[config.mk]
export PLATFORM = sky130hd
export DESIGN_NAME = uart_boot_loader
export DESIGN_NICKNAME = d
export VERILOG_FILES = /design/src/rtl/uart_boot_loader.sv
export SDC_FILE = /design/constraint.sdc
export NUM_CORES = 1
export LEC_CHECK = 0
export BUFFER_PORTS_ARGS = -buffer_cell sky130_fd_sc_hd__buf_4
export CORE_MARGIN = 2
export CORE_UTILIZATION = 56
export CTS_BUF_LIST = sky130_fd_sc_hd__clkbuf_8
export CTS_CLUSTER_DIAMETER = 30
export DETAILED_ROUTE_END_ITERATION = 10
export PLACE_DENSITY = 0.78
export SLEW_MARGIN = 0
export SYNTH_ARGS = -nofsm -noshare
export SYNTH_HDL_FRONTEND = slang
export SYNTH_SLANG_ARGS = --single-unit
[constraint.sdc]
create_clock -name clk_48mhz -period 1.77 [get_ports clk_48mhz]
set_input_delay 0.354 -clock clk_48mhz [delete_from_list [all_inputs] [get_ports clk_48mhz]]
set_output_delay 0.354 -clock clk_48mhz [all_outputs]
set_load 0.02 [all_outputs]
[src/rtl/uart_boot_loader.sv]
// Serial boot loader: receives 8N1 bytes, parses sync/load/go frames, writes
// little-endian 32-bit words to RAM and holds the CPU in reset until 'G'.
module uart_boot_loader #(
    parameter int unsigned CLKS_PER_BIT = 417,
    parameter int unsigned ADDR_WIDTH   = 14
) (
    input  logic                  clk_48mhz,
    input  logic                  reset,
    input  logic                  rx_in,
    output logic [ADDR_WIDTH-1:0] ram_addr,
    output logic [31:0]           ram_wdata,
    output logic                  ram_we,
    output logic                  cpu_hold,
    output logic                  busy,
    output logic                  load_ok,
    output logic                  load_err
);

    localparam int unsigned CNT_W = $clog2(CLKS_PER_BIT);
    localparam int unsigned HALF  = CLKS_PER_BIT / 2;

    localparam logic [7:0] SYNC_BYTE = 8'hA5;
    localparam logic [7:0] CMD_LOAD  = 8'h4C;
    localparam logic [7:0] CMD_GO    = 8'h47;

    typedef enum logic [1:0] {
        RX_IDLE,
        RX_START,
        RX_DATA,
        RX_STOP
    } rx_state_t;

    typedef enum logic [3:0] {
        F_WAIT_SYNC,
        F_CMD,
        F_ADDR0,
        F_ADDR1,
        F_ADDR2,
        F_ADDR3,
        F_CNT0,
        F_CNT1,
        F_DATA,
        F_CSUM
    } frame_state_t;

    rx_state_t    rx_state, rx_next;
    frame_state_t frame_state, frame_next;

    logic             rx_s1, rx_s2, rx_d;
    logic             rx_fall_c;
    logic             rx_tick_c;
    logic [CNT_W-1:0] clk_cnt;
    logic [2:0]       bit_idx;
    logic [7:0]       rx_byte;
    logic             byte_valid;
    logic             frame_err;

    logic [23:0]           addr_buf;
    logic [31:0]           full_addr_c;
    logic [ADDR_WIDTH-1:0] word_ptr;
    logic [15:0]           word_cnt;
    logic [1:0]            byte_idx;
    logic [31:0]           wbuf;
    logic [7:0]            csum;
    logic                  unused_addr_bits;

    // Two-flop synchronizer plus one delay flop for falling-edge detection
    always_ff @(posedge clk_48mhz) begin
        if (reset) begin
            rx_s1 <= 1'b1;
            rx_s2 <= 1'b1;
            rx_d  <= 1'b1;
        end else begin
            rx_s1 <= rx_in;
            rx_s2 <= rx_s1;
            rx_d  <= rx_s2;
        end
    end

    assign rx_fall_c = rx_d & ~rx_s2;

    always_ff @(posedge clk_48mhz) begin
        if (reset) rx_state <= RX_IDLE;
        else       rx_state <= rx_next;
    end

    always_comb begin
        rx_next   = rx_state;
        rx_tick_c = (rx_state == RX_START) ? (clk_cnt == CNT_W'(HALF - 1))
                                           : (clk_cnt == CNT_W'(CLKS_PER_BIT - 1));
        case (rx_state)
            RX_IDLE:  if (rx_fall_c) rx_next = RX_START;
            RX_START: if (rx_tick_c) rx_next = rx_s2 ? RX_IDLE : RX_DATA;
            RX_DATA:  if (rx_tick_c && bit_idx == 3'd7) rx_next = RX_STOP;
            RX_STOP:  if (rx_tick_c) rx_next = RX_IDLE;
            default:  rx_next = RX_IDLE;
        endcase
    end

    // Bit timing, shift register and byte/framing-error pulses
    always_ff @(posedge clk_48mhz) begin
        if (reset) begin
            clk_cnt    <= '0;
            bit_idx    <= '0;
            rx_byte    <= '0;
            byte_valid <= 1'b0;
            frame_err  <= 1'b0;
        end else begin
            byte_valid <= 1'b0;
            frame_err  <= 1'b0;
            if (rx_state == RX_IDLE || rx_tick_c) clk_cnt <= '0;
            else                                  clk_cnt <= clk_cnt + CNT_W'(1);
            if (rx_state == RX_START) bit_idx <= '0;
            if (rx_state == RX_DATA && rx_tick_c) begin
                rx_byte <= {rx_s2, rx_byte[7:1]};
                bit_idx <= bit_idx + 3'd1;
            end
            if (rx_state == RX_STOP && rx_tick_c) begin
                byte_valid <= rx_s2;
                frame_err  <= ~rx_s2;
            end
        end
    end

    assign full_addr_c      = {rx_byte, addr_buf};
    assign unused_addr_bits = ^{full_addr_c[1:0], full_addr_c[31:ADDR_WIDTH+2]};

    always_ff @(posedge clk_48mhz) begin
        if (reset) frame_state <= F_WAIT_SYNC;
        else       frame_state <= frame_next;
    end

    always_comb begin
        frame_next = frame_state;
        if (frame_err) begin
            frame_next = F_WAIT_SYNC;
        end else if (byte_valid) begin
            case (frame_state)
                F_WAIT_SYNC: if (rx_byte == SYNC_BYTE) frame_next = F_CMD;
                F_CMD:       frame_next = (rx_byte == CMD_LOAD) ? F_ADDR0 : F_WAIT_SYNC;
                F_ADDR0:     frame_next = F_ADDR1;
                F_ADDR1:     frame_next = F_ADDR2;
                F_ADDR2:     frame_next = F_ADDR3;
                F_ADDR3:     frame_next = F_CNT0;
                F_CNT0:      frame_next = F_CNT1;
                F_CNT1:      frame_next = ({rx_byte, word_cnt[7:0]} == 16'd0) ? F_CSUM : F_DATA;
                F_DATA:      if (byte_idx == 2'd3 && word_cnt == 16'd1) frame_next = F_CSUM;
                F_CSUM:      frame_next = F_WAIT_SYNC;
                default:     frame_next = F_WAIT_SYNC;
            endcase
        end
    end

    // Frame datapath: address/count capture, word assembly, RAM write, status
    always_ff @(posedge clk_48mhz) begin
        if (reset) begin
            ram_addr  <= '0;
            ram_wdata <= '0;
            ram_we    <= 1'b0;
            cpu_hold  <= 1'b1;
            busy      <= 1'b0;
            load_ok   <= 1'b0;
            load_err  <= 1'b0;
            addr_buf  <= '0;
            word_ptr  <= '0;
            word_cnt  <= '0;
            byte_idx  <= '0;
            wbuf      <= '0;
            csum      <= '0;
        end else begin
            ram_we <= 1'b0;
            busy   <= (frame_next != F_WAIT_SYNC);
            if (frame_err) begin
                load_err <= 1'b1;
            end else if (byte_valid) begin
                case (frame_state)
                    F_CMD: begin
                        if (rx_byte == CMD_LOAD) begin
                            load_ok  <= 1'b0;
                            load_err <= 1'b0;
                            csum     <= '0;
                            byte_idx <= '0;
                            cpu_hold <= 1'b1;
                        end else if (rx_byte == CMD_GO) begin
                            cpu_hold <= 1'b0;
                        end else begin
                            load_err <= 1'b1;
                        end
                    end
                    F_ADDR0: addr_buf[7:0]   <= rx_byte;
                    F_ADDR1: addr_buf[15:8]  <= rx_byte;
                    F_ADDR2: addr_buf[23:16] <= rx_byte;
                    F_ADDR3: word_ptr        <= full_addr_c[ADDR_WIDTH+1:2];
                    F_CNT0:  word_cnt[7:0]   <= rx_byte;
                    F_CNT1:  word_cnt[15:8]  <= rx_byte;
                    F_DATA: begin
                        wbuf[{byte_idx, 3'b000} +: 8] <= rx_byte;
                        csum     <= csum + rx_byte;
                        byte_idx <= byte_idx + 2'd1;
                        if (byte_idx == 2'd3) begin
                            ram_we    <= 1'b1;
                            ram_addr  <= word_ptr;
                            ram_wdata <= {rx_byte, wbuf[23:0]};
                            word_ptr  <= word_ptr + ADDR_WIDTH'(1);
                            word_cnt  <= word_cnt - 16'd1;
                        end
                    end
                    F_CSUM: begin
                        if (rx_byte == csum) load_ok  <= 1'b1;
                        else                 load_err <= 1'b1;
                    end
                    default: ;
                endcase
            end
        end
    end

endmodule

==> results.ini <==
[route]
vias_per_cell=5.91
via_count=7155
drt_wl_total_um=20500
drtIter0Drc=799
first_pass_iters=8
drc=0
ant_nets=0
avgRoutedWirePerCell_um=16.9

[yosys]
synthSimpleGateAreaFrac_pct=24.3
synth_edf_count=0
synth_warnings=0
synth_mux_area_share_pct=3.42
synthAdderAreaFrac_pct=3.52
synth_compound_area_share_pct=18.7
synth_cell_types=68
synthFlopType=dfxtp_1
synth_xor_area_share_pct=1.32
synth_area_um2=7320
synth_async_sr_flop_share_pct=0
synthCells=899
synth_top_family_by_area=simple AND/OR/NAND/NOR gates
syn_area_per_cell_um2=8.14
syn_nets=922
synth-seq-area-share_pct=43.8
ys_ff_latch=160

[floorplan]
die_w_um=118
initial_core_util_pct=57.7
die_area_um2=14000
io_pins=54
row_count=41
die-height_um=118
core_area_um2=12700

[status]
violations=setup timing
status=finished with violations

[worst_setup_path]
crit_buf_inv=2
crit_path_start_kind=register
path_cells=or4b_4 -> buf_8 -> nor2_4 -> bufbuf_16 -> nand2_1 -> a21oi_1
worstPathRequired_ns=2.17
path_max_fanout=20
cpLargestDelayFamily=simple AND/OR/NAND/NOR gates
cp.arrival_ns=2.28
critical_path_class=reg2reg
max_stage_delay_ns=0.57
crit_path_end_kind=register
crit_slowest_cell=or4b_4

[cells_and_area]
synthToLayoutAreaGrowth_pct=31.3
final_common_cell=nand2_1
layout-drive-gt1-share_pct=27.6
final_cell_mix=nand2_1 (161), dfxtp_1 (154), buf_4 (140)
diodes=0
final_net_count=1048

[sta]
rsz0062_at_grt=true
finalWorstPathRequiredPeriod_ns=1.89
slew_violations=0
max_slew_margin_pct=63.4
fin_setup_tns_ns=-4.96
setup_slack_ns=-0.116
setup_viol=76
holdWs_ns=0.0642
hold_viol=0
period_share_pct=107
worst_slew_pin_slew_ns=0.548
fin_worst_skew_ns=0.0114
max_freq_ghz=0.530

[grt]
antenna_found_initial=0
grt_pass1_vias=6650
grt_max_degree=65
grt_pass1_wl_um=31500
grt.overflow.total=0
track_usage_pct=27.3

[clocking]
clk_root_buffer_cell=clkbuf_8
cts_buffer_depth=2
clkSinkCount=160
cts.htree.levels=4
clkTransAtPathRegs_ns=0.09
cts_buffers=17
cts_tree=done
clk_latency_ns=0.47
hold_buffers=0

[placed_design]
place.port_buffers=53
globalplace.congestion=0.930
place_hpwl_um=12200

[run]
cap_violations=0

[hold_path]
hp-class=in2reg

[power_and_ir_drop]
powerDensity_nw_per_um2=710
p_leak_nw=3.58
ir_drop_mv=0.558

==> kinds of logic after synthesis <==
family,after synthesis
compound gates,227
xor+xnor,11
fa+ha+maj,20
buf+inv,85
flops,160
mux,25
simple gates,371
==> layer usage <==
layer  share of wire, %  vias to the layer above  global-route usage [%]
met5                  0                        -                       0
met4                2.4                        0                    11.1
met3                7.2                       50                    4.49
met2                 49                      309                    44.9
met1                 42                     3394                    35.7
li1                   -                     3402                       -
==> Yosys cell counts, types with 4 or more instances <==
| cell | n | area share (%) |
|---|---|---|
| a21oi_1 | 116 | 7.9 |
| nand2b_1 | 4 | 0.34 |
| xor2_1 | 5 | 0.60 |
| buf_4 | 5 | 0.51 |
| a22oi_1 | 7 | 0.72 |
| o32ai_1 | 7 | 0.84 |
| or3_1 | 11 | 0.94 |
| buf_2 | 15 | 1.0 |
| o22ai_1 | 6 | 0.51 |
| xnor2_1 | 6 | 0.72 |
| nand3_1 | 44 | 3.0 |
| a31oi_1 | 6 | 0.51 |
| clkbuf_1 | 41 | 2.1 |
| ha_1 | 19 | 3.2 |
| a311oi_1 | 4 | 0.48 |
| mux2i_1 | 25 | 3.4 |
| inv_1 | 22 | 1.1 |
| a211oi_1 | 15 | 1.5 |
| nor2_1 | 72 | 3.7 |
| a21o_1 | 4 | 0.41 |
| a211o_1 | 4 | 0.48 |
| o31ai_1 | 7 | 0.72 |
| dfxtp_1 | 160 | 44 |
| nand3b_1 | 8 | 0.82 |
| and3_1 | 7 | 0.60 |
| nor3b_1 | 5 | 0.51 |
| o21ai_0 | 32 | 2.2 |
| nor3_1 | 13 | 0.89 |
| or2_2 | 4 | 0.34 |
| nor4_1 | 6 | 0.51 |
| nand2_1 | 165 | 8.5 |
==> state kept, by name (all words and copies together), names as in the netlist, 9 cells and up, named ones only <==
| register | cells |
|---|---|
| word_cnt | 16 |
| addr_buf | 14 |
| clk_cnt | 9 |
| wbuf | 24 |
| ram_wdata | 32 |
| ram_addr | 14 |
| word_ptr | 14 |
==> what timing repair did <==
item                                    4_1_cts  5_1_grt
pin swaps                                     9       27
resized for setup                            26       72
cloned                                        3        3
endpoints found under the setup margin       39      126
setup buffers                                 1        8
==> where the power goes <==
part,internal [W],switching (W)
sequential,0.00360,0.00000402
clock,0.00159,0.00152
combinational,0.0000355,0.0000800
total,0.00522,0.00160
==> metrics by stage <==
| stage | utilization [%] | instance area, µm² | setup slack (ns) | total power (W) | cells |
|---|---|---|---|---|---|
| 6_report | 75.8 | 9610 | -0.116 | 0.00682 | 1210 |
| 3_5_place_dp | 67.4 | 8540 | -0.0954 | 0.00380 | 1163 |
| 3_3_place_gp | 67.4 | 8540 | -0.0780 | 0.00380 | 1163 |
| 2_1_floorplan | - | 7360 | -0.0113 | 0.00376 | 899 |
| 5_1_grt | 75.8 | 9610 | -0.240 | 0.00700 | 1210 |
| 4_1_cts | 72.3 | 9170 | -0.0847 | 0.00684 | 1199 |
==> layout make-up <==
class | count | area, µm²
multi-input combinational | 654 | 4110
sequential | 160 | 3210
fill | 854 | 3060
timing repair buffer | 170 | 1530
clock buffer | 17 | 234
clock inverter | 15 | 220
tap | 172 | 215
inverter | 22 | 82.6
==> final timing paths <==
check             cells after the start            end  slack (ns)      startpoint
setup / recovery                      6  ram_wdata[17]       -0.12  frame_state[0]
hold / removal                        2          rx_s1        0.06           rx_in
setup reg to reg                      6  ram_wdata[17]       -0.12  frame_state[0]
hold reg to reg                       1          rx_s2        0.42           rx_s1
No activity file was read; power rests on OpenSTA's default activity.
